## src/rtl/user_uart_rx.sv

```systemverilog
// Naive_bus slave that receives serial bytes on the user UART RX pin and buffers them in a FIFO.
// Define USER_UART_RX_PARITY_EN to receive 8E1 frames with parity checking; the default is 8N1.
module user_uart_rx #(
    parameter int CLK_DIV         = 434,
    parameter int FIFO_DEPTH_LOG2 = 4
) (
    input  logic        clk,
    input  logic        rst_n,
    input  logic        i_uart_rx,
    input  logic        bus_rd_req,
    output logic        bus_rd_gnt,
    input  logic [31:0] bus_rd_addr,
    output logic [31:0] bus_rd_data,
    input  logic        bus_wr_req,
    output logic        bus_wr_gnt,
    input  logic [31:0] bus_wr_addr,
    input  logic [31:0] bus_wr_data,
    input  logic [3:0]  bus_wr_be
);

    localparam int AW    = FIFO_DEPTH_LOG2;
    localparam int DEPTH = 1 << AW;
    localparam logic [15:0] HALF_RELOAD = 16'(CLK_DIV / 2 - 1);
    localparam logic [15:0] BIT_RELOAD  = 16'(CLK_DIV - 1);
    localparam logic [AW:0] DEPTH_CNT   = {1'b1, {AW{1'b0}}};

`ifdef USER_UART_RX_PARITY_EN
    typedef enum logic [2:0] {
        S_IDLE, S_START, S_DATA, S_PARITY, S_STOP, S_BREAK
    } state_t;
`else
    typedef enum logic [2:0] {
        S_IDLE, S_START, S_DATA, S_STOP, S_BREAK
    } state_t;
`endif

    function automatic logic [4:0] sat_count(input logic [AW:0] c);
        logic [31:0] w;
        w = 32'(c);
        return (w > 32'd31) ? 5'd31 : w[4:0];
    endfunction

    // ---------------- synchronizer ----------------
    logic       rx_meta, rx_sync, rx_prev;
    logic [1:0] settle;
    logic       fall_edge;

    always_ff @(posedge clk or negedge rst_n) begin
        if (!rst_n) begin
            rx_meta <= 1'b1;
            rx_sync <= 1'b1;
            rx_prev <= 1'b1;
            settle  <= 2'd0;
        end else begin
            rx_meta <= i_uart_rx;
            rx_sync <= rx_meta;
            rx_prev <= rx_sync;
            if (settle != 2'd3)
                settle <= settle + 2'd1;
        end
    end

    // The reset value of the flops is not a real line sample, so edges are only
    // trusted once the pipeline has been refilled from the pin after reset.
    assign fall_edge = (settle == 2'd3) && rx_prev && !rx_sync;

    // ---------------- receive FSM ----------------
    state_t      state, state_nx;
    logic [15:0] cnt, cnt_nx;
    logic [2:0]  bit_idx, bit_nx;
    logic [7:0]  shift, shift_nx;
    logic        expired;
    logic        push_req;
    logic        par_flag;
`ifdef USER_UART_RX_PARITY_EN
    logic        par_bad, par_bad_nx;
    logic        par_set;
`endif

    assign expired = (cnt == 16'd0);

    always_ff @(posedge clk or negedge rst_n) begin
        if (!rst_n) begin
            state   <= S_IDLE;
            cnt     <= 16'd0;
            bit_idx <= 3'd0;
            shift   <= 8'h00;
`ifdef USER_UART_RX_PARITY_EN
            par_bad <= 1'b0;
`endif
        end else begin
            state   <= state_nx;
            cnt     <= cnt_nx;
            bit_idx <= bit_nx;
            shift   <= shift_nx;
`ifdef USER_UART_RX_PARITY_EN
            par_bad <= par_bad_nx;
`endif
        end
    end

    always_comb begin
        state_nx = state;
        cnt_nx   = expired ? cnt : cnt - 16'd1;
        bit_nx   = bit_idx;
        shift_nx = shift;
        push_req = 1'b0;
`ifdef USER_UART_RX_PARITY_EN
        par_bad_nx = par_bad;
        par_set    = 1'b0;
`endif
        case (state)
            S_IDLE: begin
                if (fall_edge) begin
                    cnt_nx   = HALF_RELOAD;
                    state_nx = S_START;
                end
            end
            S_START: begin
                if (expired) begin
                    if (rx_sync) begin
                        state_nx = S_IDLE;
                    end else begin
                        cnt_nx   = BIT_RELOAD;
                        bit_nx   = 3'd0;
                        state_nx = S_DATA;
                    end
                end
            end
            S_DATA: begin
                if (expired) begin
                    shift_nx = {rx_sync, shift[7:1]};
                    cnt_nx   = BIT_RELOAD;
                    if (bit_idx == 3'd7) begin
`ifdef USER_UART_RX_PARITY_EN
                        state_nx = S_PARITY;
`else
                        state_nx = S_STOP;
`endif
                    end else begin
                        bit_nx = bit_idx + 3'd1;
                    end
                end
            end
`ifdef USER_UART_RX_PARITY_EN
            S_PARITY: begin
                if (expired) begin
                    par_bad_nx = ^{shift, rx_sync};
                    par_set    = ^{shift, rx_sync};
                    cnt_nx     = BIT_RELOAD;
                    state_nx   = S_STOP;
                end
            end
`endif
            S_STOP: begin
                if (expired) begin
                    if (rx_sync) begin
`ifdef USER_UART_RX_PARITY_EN
                        push_req = !par_bad;
`else
                        push_req = 1'b1;
`endif
                        state_nx = S_IDLE;
                    end else begin
                        state_nx = S_BREAK;
                    end
                end
            end
            S_BREAK: begin
                if (rx_sync)
                    state_nx = S_IDLE;
            end
            default: state_nx = S_IDLE;
        endcase
    end

    // ---------------- FIFO and bus ----------------
    logic [7:0]  mem [DEPTH];
    logic [AW:0] wr_ptr, rd_ptr, fifo_cnt;
    logic        fifo_empty, fifo_full;
    logic        pop, push_ok, ovf_set;
    logic        wr_ctrl, flush, clr_flags;
    logic        ovf_flag;
    logic [7:0]  head;
    logic        unused_bus;

    assign bus_rd_gnt = bus_rd_req;
    assign bus_wr_gnt = bus_wr_req;
    assign unused_bus = &{1'b0, bus_rd_addr, bus_wr_addr, bus_wr_data[31:2], bus_wr_be[3:1]};

    assign fifo_cnt   = wr_ptr - rd_ptr;
    assign fifo_empty = (fifo_cnt == '0);
    assign fifo_full  = (fifo_cnt == DEPTH_CNT);
    assign head       = fifo_empty ? 8'h00 : mem[rd_ptr[AW-1:0]];

    assign wr_ctrl   = bus_wr_req && bus_wr_be[0];
    assign flush     = wr_ctrl && bus_wr_data[0];
    assign clr_flags = wr_ctrl && (bus_wr_data[0] || bus_wr_data[1]);

    // A pop in the same cycle frees the slot a full FIFO needs for the push.
    assign pop     = bus_rd_req && !fifo_empty;
    assign push_ok = push_req && !flush && (!fifo_full || pop);
    assign ovf_set = push_req && fifo_full && !pop && !clr_flags;

    always_ff @(posedge clk or negedge rst_n) begin
        if (!rst_n) begin
            wr_ptr   <= '0;
            rd_ptr   <= '0;
            ovf_flag <= 1'b0;
        end else begin
            if (flush) begin
                wr_ptr <= '0;
                rd_ptr <= '0;
            end else begin
                if (push_ok)
                    wr_ptr <= wr_ptr + 1'b1;
                if (pop)
                    rd_ptr <= rd_ptr + 1'b1;
            end
            if (clr_flags)
                ovf_flag <= 1'b0;
            else if (ovf_set)
                ovf_flag <= 1'b1;
        end
    end

`ifdef USER_UART_RX_PARITY_EN
    always_ff @(posedge clk or negedge rst_n) begin
        if (!rst_n)
            par_flag <= 1'b0;
        else if (clr_flags)
            par_flag <= 1'b0;
        else if (par_set)
            par_flag <= 1'b1;
    end
`else
    assign par_flag = 1'b0;
`endif

    always_ff @(posedge clk) begin
        if (push_ok)
            mem[wr_ptr[AW-1:0]] <= shift;
    end

    // Read word reflects the state before any same-cycle pop, push or write.
    always_ff @(posedge clk or negedge rst_n) begin
        if (!rst_n)
            bus_rd_data <= 32'h0;
        else if (bus_rd_req)
            bus_rd_data <= {16'h0, sat_count(fifo_cnt), par_flag, ovf_flag, !fifo_empty, head};
    end

endmodule

```

## config.mk

```make
export PLATFORM = sky130hd
export DESIGN_NAME = user_uart_rx
export DESIGN_NICKNAME = d
export VERILOG_FILES = /design/src/rtl/user_uart_rx.sv
export SDC_FILE = /design/constraint.sdc
export NUM_CORES = 1
export LEC_CHECK = 0
export BUFFER_PORTS_ARGS = -buffer_cell sky130_fd_sc_hd__buf_4
export CAP_MARGIN = 40
export CORE_ASPECT_RATIO = 2
export CORE_UTILIZATION = 56
export DETAILED_ROUTE_END_ITERATION = 10
export PLACE_DENSITY = 0.79
export REMOVE_ABC_BUFFERS = 1
export SLEW_MARGIN = 40
export SYNTH_ARGS = -nofsm -noshare
export SYNTH_HDL_FRONTEND = slang
export SYNTH_SLANG_ARGS = --single-unit
```

## constraint.sdc

```tcl
create_clock -name clk -period 5 [get_ports clk]
set_input_delay 1 -clock clk [delete_from_list [all_inputs] [get_ports clk]]
set_output_delay 1 -clock clk [all_outputs]
set_load 0.005 [all_outputs]
```

==> results.cfg <==
[worst_setup_path]
crit_chain = clkinv_1, ha_1, nand2b_1, a21oi_1, mux2_2, a211o_1, nor4_1, buf_4
cp_slowest_cell = dfrtp_1
cp_max_fo = 19
path_class = flip-flop to flip-flop
cp-start-kind = flip-flop
worst-r2r-cell-count = 8
critPathCaptureType = flip-flop
arrival_ns = 3.87
required_ns = 5.14
crit_path_max_incr_delay_ns = 0.78

[global_routing]
grt_use_total_pct = 24.76
antenna_found_initial = 0
grt_pass1_vias = 5232
overflow = 0
grt_pass1_wl_mm = 27.43
grt_max_degree = 62

[sta]
timing.fmax_mhz = 268.0
rsz0062_at_grt = false
fin_crit_ns = 3.731
setup_viol = 0
clock_skew_ns = 0.01089
slew_headroom_pct = 42.78
finalCritPeriodShare_pct = 74.62
hold_violations = 0
tightest_slew_ns = 0.8526
drv_slew = 0
tns_ns = 0

[synth]
synthArstFlopShare_pct = 32.28
synthesis.area_um2 = 8456
synth_edf_count = 128
syn_inst = 600
postSynthAreaPerCell_um2 = 14.09
synthFlopType = edfxtp_1
synth_seq_area_share_pct = 63.55
synth.distinct_cells = 57
synth_seq_cells = 189
synth.yosys.warnings = 0

[floorplanning]
die_h_um = 175.8
core_region_area_um2 = 14820
die_area_um2 = 15620
ios = 139
num_rows = 63
start_util_pct = 57.06
fp.dieW_um = 88.89

[clocking]
cts_tree = built
insertion_delay_ns = 0.43
cts-root-buf = clkbuf_16
clk_pin_slew_worst_paths_ns = 0.06
clock-sinks = 189
cts_resized = 0
post-cts-setup-buffer-count = 0
cts_max_level = 4
numCtsBuffers = 17
cts_max_path_buffers = 2
ctsHoldBuffers = 0

[power_and_ir_drop]
peakVddDrop_mv = 0.3753
seqPwrFrac_pct = 41.8
swShare_pct = 30.95
combPwrFrac_pct = 27.7
finalPower_uw = 4743
switchingPower_uw = 1468
power_frac_clock_pct = 30.5
p_int_uw = 3275
powerDensity_nw_per_um2 = 500.2
p_leak_uw = 0.003486

[drt]
num_vias = 5020
firstDrtPassIters = 4
drc = 0
vias_per_cell = 5.976
drtIter0Drc = 331
wirelength_mm = 17.38
ant_nets = 0
wl_per_cell_um = 20.69

[hold_path]
hold_class = flip-flop to flip-flop
holdPathStages = 0

[status]
outcome = finished clean

[layout]
area_delta_synth_final_pct = 12.13
final_nets = 753
antenna_cells = 0
drive_gt1_share_pct = 20.00

[placement]
routabilityCongestion = 0.8494
hpwl_mm = 11.80
numPortBuffers = 24

[job]
maxCapViolations = 0
per-stage QoR:
step | cells | hold WS [ns] | setup WS (ns) | cell area, µm² | util (%)
floorplan | 570 | 0.3452 | 0.4805 | 8260 | -
global placement | 808 | 0.3456 | 1.464 | 8828 | 59.57
detailed placement | 808 | 0.3530 | 1.359 | 8828 | 59.57
CTS | 840 | 0.3626 | 1.324 | 9473 | 63.92
global route | 840 | 0.3652 | 0.9939 | 9482 | 63.98
finish | 840 | 0.3600 | 1.269 | 9482 | 63.98
metal layers:
metal / up-vias / routed length [µm] / track usage, %
met2: 164 / 10200 / 45.64
met3: 40 / 544 / 5.122
met4: 0 / 616 / 12.37
li1: 2262 / - / -
met1: 2554 / 6018 / 25.47
met5: - / 0 / 0
power by group through the flow:
stage	clock [µW]	combinational (µW)	sequential, µW
6_report	1450	1320	1980
5_1_grt	1520	1460	2000
4_1_cts	1460	1320	1980
3_5_place_dp	0	1310	2010
3_3_place_gp	0	1260	2000
2_1_floorplan	0	839	2060
logic make-up after synthesis:
group	synth area share (%)
flops	63.55
simple gates	11.42
buf+inv	4.217
compound gates	4.498
mux	11.94
xor+xnor	1.864
fa+ha+maj	2.456
other cells	0.04435
final timing paths:
check / from / endpoint / slack, ns
min: rx_meta$_DFF_PN1_ / rx_sync$_DFF_PN1_ / 0.36
min in group asynchronous: rst_n / bus_rd_data[3]$_DFFE_PN0P_ / 0.55
min reg2reg: rx_meta$_DFF_PN1_ / rx_sync$_DFF_PN1_ / 0.36
max reg2reg: rd_ptr[2]$_DFFE_PN0P_ / mem[3][0]$_DFFE_PP_ / 1.27
max: rd_ptr[2]$_DFFE_PN0P_ / mem[3][0]$_DFFE_PP_ / 1.27
max in group asynchronous: rst_n / shift[1]$_DFFE_PN0P_ / 4.04
cells in the final DEF, fill, tap and decap left out, drive strengths merged, types with 13 or more instances in the layout:
cell	count
xnor2	13
edfxtp	128
buf	43
dfrtp	58
mux4	32
nand2	68
nor2	25
clkbuf	21
ha	15
nor4	24
nand2b	15
conb	17
mux2	15
a21oi	30
inv	29
area by class of cell:
| cell class | instances | area [µm²] |
|---|---|---|
| multi-input combinational | 354 | 2790 |
| timing repair buffer | 43 | 326.6 |
| tap | 195 | 244.0 |
| fill | 1092 | 5338 |
| clock buffer | 21 | 493.0 |
| inverter | 27 | 101.3 |
| clock inverter | 11 | 151.4 |
| sequential | 189 | 5375 |
critical path, delay by kind of cell (launching register included):
family	cells	cell delay (ns)
simple gates	2	0.48
buf+inv	2	0.47
mux	1	0.44
compound gates	2	0.84
fa+ha+maj	1	0.42
flops	1	0.78
registers in the layout, summed over array words and instances, names as in the netlist:
signal and flops:
rx_meta 1, rx_prev 1, shift 8, rd_ptr 5, bit_idx 3, mem 128
wr_ptr 5, bus_rd_data 15, settle 2, cnt 16, rx_sync 1, state 3
ovf_flag 1
synth_stat cells (2+ instances only):
| master | instances | area share [%] |
|---|---|---|
| a211oi_1 | 5 | 0.44 |
| buf_1 | 2 | 0.089 |
| o21ai_1 | 3 | 0.18 |
| mux2i_1 | 12 | 1.4 |
| a21oi_1 | 30 | 1.8 |
| mux2_1 | 9 | 1.2 |
| nand2_1 | 67 | 3.0 |
| nor4_1 | 16 | 1.2 |
| or4_1 | 5 | 0.44 |
| nor4_2 | 7 | 1.0 |
| ha_1 | 15 | 2.2 |
| xor2_1 | 5 | 0.52 |
| o31ai_1 | 2 | 0.18 |
| nor4b_1 | 3 | 0.31 |
| o21a_1 | 2 | 0.18 |
| buf_4 | 19 | 1.7 |
| nor3_1 | 7 | 0.41 |
| a2111oi_0 | 2 | 0.21 |
| buf_2 | 3 | 0.18 |
| xnor2_1 | 13 | 1.3 |
| mux2_2 | 6 | 0.80 |
| nor2_1 | 25 | 1.1 |
| o22ai_1 | 9 | 0.67 |
| mux4_2 | 32 | 8.5 |
| inv_1 | 26 | 1.2 |
| nand2b_1 | 14 | 1.0 |
| dfrtp_1 | 58 | 17 |
| or3_1 | 4 | 0.30 |
| clkbuf_1 | 21 | 0.93 |
| nand4_1 | 4 | 0.30 |
| edfxtp_1 | 128 | 45 |
| nand3b_1 | 4 | 0.36 |
| nand3_1 | 12 | 0.71 |
| dfstp_2 | 3 | 0.93 |
| o21ai_0 | 5 | 0.30 |
(Power assumes the default switching activity.)
